==> src/rtl/reg_file_pkg.sv <==
// Shared constants, types and the address acceptance rule for the
// two-read/one-write register file.
//
// Build option: define REG_FILE_BYPASS_EN to forward a same-edge write to a
// read port that is reading the register being written.
package reg_file_pkg;

  localparam int DATA_W   = 32;
  localparam int RF_DEPTH = 16;
  localparam int RF_AW    = $clog2(RF_DEPTH);

  typedef logic [RF_AW-1:0]  rf_addr_t;
  typedef logic [DATA_W-1:0] rf_data_t;

  // An address names a real, writable register when it is inside the array
  // and is not the hardwired zero register. The same rule decides whether a
  // read returns storage contents or zero.
  function automatic logic rf_addr_valid(input logic [31:0] addr,
                                         input logic        zero_reg,
                                         input int unsigned depth = RF_DEPTH);
    return (addr < depth) && !(zero_reg && (addr == 32'd0));
  endfunction

endpackage

==> src/rtl/reg_file_read_port.sv <==
// One registered read port of the register file.
//
// Ports:
//   clk, reset      clock and synchronous active-high reset
//   re              read enable; rdata holds when low
//   raddr           read address
//   mem_word        storage word currently addressed by raddr
//   wr_en, waddr,   accepted write of this edge (only with REG_FILE_BYPASS_EN)
//   wdata
//   rdata           registered read data, one cycle after the request
//
// Build option: REG_FILE_BYPASS_EN adds write-through forwarding.
module reg_file_read_port
  import reg_file_pkg::*;
#(
  parameter  int N        = DATA_W,
  parameter  int DEPTH    = RF_DEPTH,
  parameter  int ZERO_REG = 1,
  localparam int AW       = $clog2(DEPTH)
) (
  input  logic          clk,
  input  logic          reset,
  input  logic          re,
  input  logic [AW-1:0] raddr,
  input  logic [N-1:0]  mem_word,
`ifdef REG_FILE_BYPASS_EN
  input  logic          wr_en,
  input  logic [AW-1:0] waddr,
  input  logic [N-1:0]  wdata,
`endif
  output logic [N-1:0]  rdata
);

  logic         rd_ok;
  logic [N-1:0] rd_word;
  // Power-up value keeps the output at zero before the first reset.
  logic [N-1:0] rdata_p1 = '0;

  // Register 0 (when hardwired) and out-of-range addresses read as zero.
  assign rd_ok = rf_addr_valid(32'(raddr), ZERO_REG != 0, DEPTH);

  always_comb begin
    rd_word = rd_ok ? mem_word : '0;
`ifdef REG_FILE_BYPASS_EN
    // wr_en already excludes discarded writes, so a hit is always a real
    // register and the new value wins over the stale storage word.
    if (wr_en && (waddr == raddr)) rd_word = wdata;
`endif
  end

  // Stage p1: output register, reset has priority over the enable.
  always_ff @(posedge clk) begin
    if (reset)   rdata_p1 <= '0;
    else if (re) rdata_p1 <= rd_word;
  end

  assign rdata = rdata_p1;

endmodule

==> src/rtl/reg_file_2r1w.sv <==
// Register file with one synchronous write port and two independent
// registered read ports (1-cycle read latency).
//
// Ports:
//   clk               rising-edge clock
//   reset             synchronous active-high reset; clears storage and outputs
//   we, waddr, wdata  write port
//   re_a, raddr_a     read port A request
//   rdata_a           read port A data
//   re_b, raddr_b     read port B request
//   rdata_b           read port B data
//
// Build option: REG_FILE_BYPASS_EN makes a read of the register being written
// on the same edge return the new data instead of the old contents.
module reg_file_2r1w
  import reg_file_pkg::*;
#(
  parameter  int N        = DATA_W,
  parameter  int DEPTH    = RF_DEPTH,
  parameter  int ZERO_REG = 1,
  localparam int AW       = $clog2(DEPTH)
) (
  input  logic          clk,
  input  logic          reset,
  input  logic          we,
  input  logic [AW-1:0] waddr,
  input  logic [N-1:0]  wdata,
  input  logic          re_a,
  input  logic [AW-1:0] raddr_a,
  output logic [N-1:0]  rdata_a,
  input  logic          re_b,
  input  logic [AW-1:0] raddr_b,
  output logic [N-1:0]  rdata_b
);

  logic [N-1:0] mem [DEPTH] = '{default: '0};
  logic         wr_ok;
  logic         wr_en;
  logic [N-1:0] word_a;
  logic [N-1:0] word_b;

  assign wr_ok  = rf_addr_valid(32'(waddr), ZERO_REG != 0, DEPTH);
  assign wr_en  = we && wr_ok && !reset;
  assign word_a = mem[raddr_a];
  assign word_b = mem[raddr_b];

  // Storage: reset clears every entry; discarded writes never land.
  always_ff @(posedge clk) begin
    if (reset) begin
      for (int i = 0; i < DEPTH; i++) mem[i] <= '0;
    end else if (wr_en) begin
      mem[waddr] <= wdata;
    end
  end

  reg_file_read_port #(.N(N), .DEPTH(DEPTH), .ZERO_REG(ZERO_REG)) u_port_a (
    .clk      (clk),
    .reset    (reset),
    .re       (re_a),
    .raddr    (raddr_a),
    .mem_word (word_a),
`ifdef REG_FILE_BYPASS_EN
    .wr_en    (wr_en),
    .waddr    (waddr),
    .wdata    (wdata),
`endif
    .rdata    (rdata_a)
  );

  reg_file_read_port #(.N(N), .DEPTH(DEPTH), .ZERO_REG(ZERO_REG)) u_port_b (
    .clk      (clk),
    .reset    (reset),
    .re       (re_b),
    .raddr    (raddr_b),
    .mem_word (word_b),
`ifdef REG_FILE_BYPASS_EN
    .wr_en    (wr_en),
    .waddr    (waddr),
    .wdata    (wdata),
`endif
    .rdata    (rdata_b)
  );

endmodule

==> config.mk <==
export PLATFORM = sky130hd
export DESIGN_NAME = reg_file_2r1w
export DESIGN_NICKNAME = d
export VERILOG_FILES = /design/src/rtl/reg_file_pkg.sv /design/src/rtl/reg_file_read_port.sv /design/src/rtl/reg_file_2r1w.sv
export SDC_FILE = /design/constraint.sdc
export NUM_CORES = 1
export LEC_CHECK = 0
export CORE_ASPECT_RATIO = 2
export CORE_MARGIN = 1
export CORE_UTILIZATION = 35
export CTS_CLUSTER_DIAMETER = 150
export DETAILED_ROUTE_END_ITERATION = 12
export PLACE_DENSITY = 0.54
export REMOVE_ABC_BUFFERS = 1
export SLEW_MARGIN = 10
export SYNTH_ARGS = -nofsm -noshare
export SYNTH_HDL_FRONTEND = slang
export SYNTH_HIERARCHICAL = 1
export SYNTH_SLANG_ARGS = --single-unit
==> constraint.sdc <==
create_clock -name clk -period 2.58 [get_ports clk]
set_clock_uncertainty 0.15 [all_clocks]
set_input_delay 0.516 -clock clk [delete_from_list [all_inputs] [get_ports clk]]
set_output_delay 0.516 -clock clk [all_outputs]
set_load 0.02 [all_outputs]
**After elaboration in Yosys (flattened, before gate mapping)**

Memories as Yosys holds them, arrays and structs flattened.
Cells that the tools add are included.

- Input bits: 49
- Word-level logic and storage cells: 21
- Bits in read-only memories: 0
- Bits in registers: 64
- Memories: 1
- Bits in writable memories: 512
- Bits in latches: 0

Memory list:

| memory | words | bits a word | rd ports | clocked after Yosys merged registers in | write ports | line | source |
|---|---|---|---|---|---|---|---|
| mem | 16 | 32 | 2 | 0 | 16 | reg_file_2r1w.sv:36 | `logic [N-1:0] mem [DEPTH] = '{default: '0};` |

- $mul: 0
- Bitwise operators: 0
- Mux-type cells: 10
- Reduce and logical (&&, ||, !) cells: 8
- $add $sub $neg: 0
- Order comparisons: 0
- Div/mod/pow operators: 0
- Equality and inequality tests: 0
- Shifts and indexed selects: 0

Operator list:

| kind | count |
|---|---|
| 2-to-1 mux 32 bit | 3 |
| OR reduction 32 bit | 1 |
| zero test 4 bit | 3 |
| 2-to-1 mux 1 bit | 6 |
| 2-to-1 mux 4 bit | 1 |
| logical AND 1 bit | 2 |
| zero test 1 bit | 2 |

**Logic depth before layout (Yosys ltp)**

- Depth in word-level cells: 9
- Depth in mapped cells: 7

**Modules after synthesis**

Netlist, hierarchy kept.

By module, submodules not included:

| module | cells each | seq. area each (um^2) | area each (um^2) | instances |
|---|---|---|---|---|
| reg_file_2r1w | 1652 | 15374.7 | 26331.5 | 1 |
| reg_file_read_port | 111 | 640.6 | 1283.7 | 2 |

**Least setup slack after synthesis**

OpenSTA, ideal clock, no wires.

- Path type: input port to flip-flop
- Start point: input port reset
- End point: memory mem[1][0] (netlist bit), enable pin
- Stages: 4
- Path slack: 249 ps
- Arrival time: 1806 ps
- Cells stage by stage: buf_2 > or4b_4 > nor2_4 > or2_2

RTL lines:

| element | line | source |
|---|---|---|
| start: declaration | reg_file_2r1w.sv:24 | `input logic reset,` |
| end: declaration | reg_file_2r1w.sv:36 |  |

**Final worst setup path**

- Start point: register u_port_b.rdata_p1[25], in the netlist u_port_b/rdata[25]
- End point: output port rdata_b[25]

RTL lines:

| element | line | source |
|---|---|---|
| start: declaration | reg_file_read_port.sv:37 | `logic [N-1:0] rdata_p1 = '0;` |
| start signal: assignment | reg_file_read_port.sv:54 | `else if (re) rdata_p1 <= rd_word;` |
| end: declaration | reg_file_2r1w.sv:33 | `output logic [N-1:0] rdata_b` |

No word-level cell between the ends.

==> summary.json <==
{
  "run_status": "finished clean",
  "start_kind": "flip-flop",
  "cts_made_buffers": 54,
  "start_util_pct": 35.47,
  "postSynthRegisterBits": 576,
  "worst-path-buf-inv": 1,
  "worst-slew-pin-transition_ns": 0.6973,
  "placementRows": 148,
  "critPathMaxStageDelay_ns": 0.63,
  "synth_warnings": 6,
  "drt_first_pass_iters": 5,
  "coreArea_sq_mm": 0.08148,
  "dieWidth_um": 205.2,
  "worst_setup_hold_path_clk_slew_ns": 0.07,
  "clock_tree_from_tritoncts": "done",
  "critPathKind": "flip-flop to primary output",
  "setup_viol_count_final": 0,
  "maxCapViolations": 0,
  "flow.area_growth_from_synthesis_pct": 20.22,
  "avgSynthCellArea_sq_um": 15.42,
  "post_route_cells_drive_above_1_share_pct": 27.02,
  "ys.flop_type": "edfxtp_1",
  "placed_cell_area_sq_mm": 0.03302,
  "synth_top_area_share_pct": 53.20,
  "gr-usage-all-layers_pct": 23.95,
  "leakage_nw": 11.95,
  "avgViaCountPerCell": 5.664,
  "finalNetCount": 2110,
  "cts_resized": 0,
  "post-route-period-util_pct": 89.70,
  "timing.critical_path.slowest_stage_cell": "clkdlybuf4s50_1",
  "grt_first_pass_wirelength_mm": 141.6,
  "boundaryPins": 113,
  "synth.top_cells.by_area": "edfxtp_1 (53%), mux4_2 (20%), and2_1 (10%)",
  "floorplan.die.height_um": 408.4,
  "critical-path-top-delay-family": "buffers and inverters",
  "power_per_cell_area_mw_per_mm2": 637.4,
  "routed-via-count": 17853,
  "timing.hold.worst.class": "input pin to flip-flop",
  "yosys.cell_types.count": 28,
  "synth_seq_area_share_pct": 57.64,
  "number_of_enable_type_register_cells_in_the_synthesized_netlist": 512,
  "clock-root-buffer": "clkbuf_16",
  "htreeDepth": 2,
  "synth-async-reset-ratio_pct": 0,
  "latest_clock_arrival_within_the_worst_skew_pair_ns": 0.64,
  "wl_per_cell_um": 30.96,
  "final.fill_count": 7301,
  "design.die.area_sq_mm": 0.08379,
  "number_of_hold_buffers_added_after_cts": 0,
  "place_hpwl_mm": 66.75,
  "synth_largest_area_cell": "edfxtp_1",
  "irDropWorstVdd_mv": 0.5358,
  "count_of_final_hold_check_violations": 0,
  "grt_antenna_before_repair": 5,
  "via_count_of_the_first_global_routing_pass": 19750,
  "tritoncts_num_sinks": 576,
  "antenna-diode-count": 0,
  "gp_congestion": 0.8397,
  "fin_worst_hold_slack_ns": 0.1424,
  "synth_area_sq_mm": 0.02890,
  "drcViolationCount": 0,
  "rsz0062_at_grt": "no",
  "final_design_area_no_fill_sq_mm": 0.03474,
  "critical_path.max_fanout": 2,
  "cts-root-to-sink-buffers": 3,
  "timing_max_transition_violations_final": 0,
  "required_ns": 1.91,
  "route.final.wire_length_mm": 97.59,
  "post-cts-setup-buffers": 0,
  "timing.slew.headroom_pct": 53.37,
  "grt_overflow": 0,
  "numPortBuffers": 112,
  "synthesis.instances": 1874,
  "antenna_left": 0,
  "grt_start_max_net_pins": 61,
  "worstPathArrival_ns": 1.65,
  "worstPathCellList": "clkdlybuf4s50_1",
  "crit_path_end_kind": "primary output",
  "yosysMostFrequentCell": "edfxtp_1",
  "final_period_demand_of_the_worst_path_ns": 2.314,
  "max_clock_freq_mhz": 432.1,
  "synth.top_cells.by_count": "edfxtp_1 (512), and2_1 (482), mux4_2 (256), a22oi_1 (128), clkbuf_1 (117)",
  "first_iter_violations": 1282
}
[metal layers]
layer / up-vias / global-route usage, % / part of all wire [%]
li1: 7612 / - / -
met1: 9281 / 26.21 / 35
met2: 673 / 44.45 / 55
met3: 279 / 3.248 / 4.9
met4: 8 / 11.81 / 5.4
met5: - / 0 / 0.055
[final timing paths]
path / start / endpoint / slack (ns) / cells after the start
min: re_a / u_port_a/rdata[14] / 0.14 / 3
min reg2reg: u_port_b/rdata[28] / u_port_b/rdata[28] / 0.32 / 1
max reg2reg: mem[10][1] / u_port_a/rdata[1] / 0.66 / 6
max: u_port_b/rdata[25] / rdata_b[25] / 0.27 / 1
[where the power goes]
part / internal [mW] / total (mW) / switching, mW / leakage [nW]
sequential: 10.7 / 11.0 / 0.312 / 5.42
combinational: 1.41 / 2.93 / 1.52 / 5.70
clock: 4.44 / 8.19 / 3.75 / 0.838
total: 16.6 / 22.1 / 5.58 / 12.0
[stage by stage]
stage | utilization, % | setup WS, ns | TNS [ns] | power [mW] | cells
finish | 42.64 | 0.2657 | 0 | 22.15 | 3152
global route | 42.64 | 0.1848 | 0 | 22.80 | 3152
CTS | 42.64 | 0.2093 | 0 | 22.31 | 3152
detailed placement | 40.53 | -0.1126 | -4.405 | 14.17 | 3055
global placement | 40.53 | -0.1196 | -3.556 | 14.11 | 3055
floorplan | - | -0.4483 | -42.39 | 12.45 | 1713
[kinds of logic (layout without fill, tap and decap cells)]
family	Yosys count	after routing	share of synthesized area [%]
muxes	256	256	19.95
AOI/OAI and AO/OA	192	192	5.351
buffers and inverters	192	389	2.940
other	1	32	0.01298
DFF	576	576	57.64
and+or+nand+nor	657	657	14.11
[cells in the final DEF (no fill, tap or decap), types with 9 or more instances in the layout]
| cell | instances |
|---|---|
| clkinv_1 | 12 |
| buf_12 | 78 |
| conb_1 | 32 |
| clkdlybuf4s50_1 | 105 |
| mux4_2 | 256 |
| nand3b_1 | 64 |
| or2_2 | 15 |
| buf_4 | 103 |
| a22oi_1 | 128 |
| edfxtp_1 | 512 |
| dfxtp_1 | 64 |
| o2bb2ai_1 | 60 |
| clkbuf_16 | 54 |
| clkinv_2 | 10 |
| nand2_1 | 65 |
| and2_1 | 480 |
| nor2_2 | 9 |
[flip-flops by register name, indices dropped and copies added (netlist names)]
register,count
mem,512
u_port_a/rdata,32
u_port_b/rdata,32
[final cells by class]
cell class              instances  area [sq um]  area share, %
flip-flops and latches        576         16660          47.94
clock buffers                  62          1381          3.976
multi-input cells            1137         11600          33.40
clock inverters                35         340.3         0.9796
repair buffers                292          3446          9.918
well taps                    1050          1314          3.781
(Power assumes the default switching activity.)
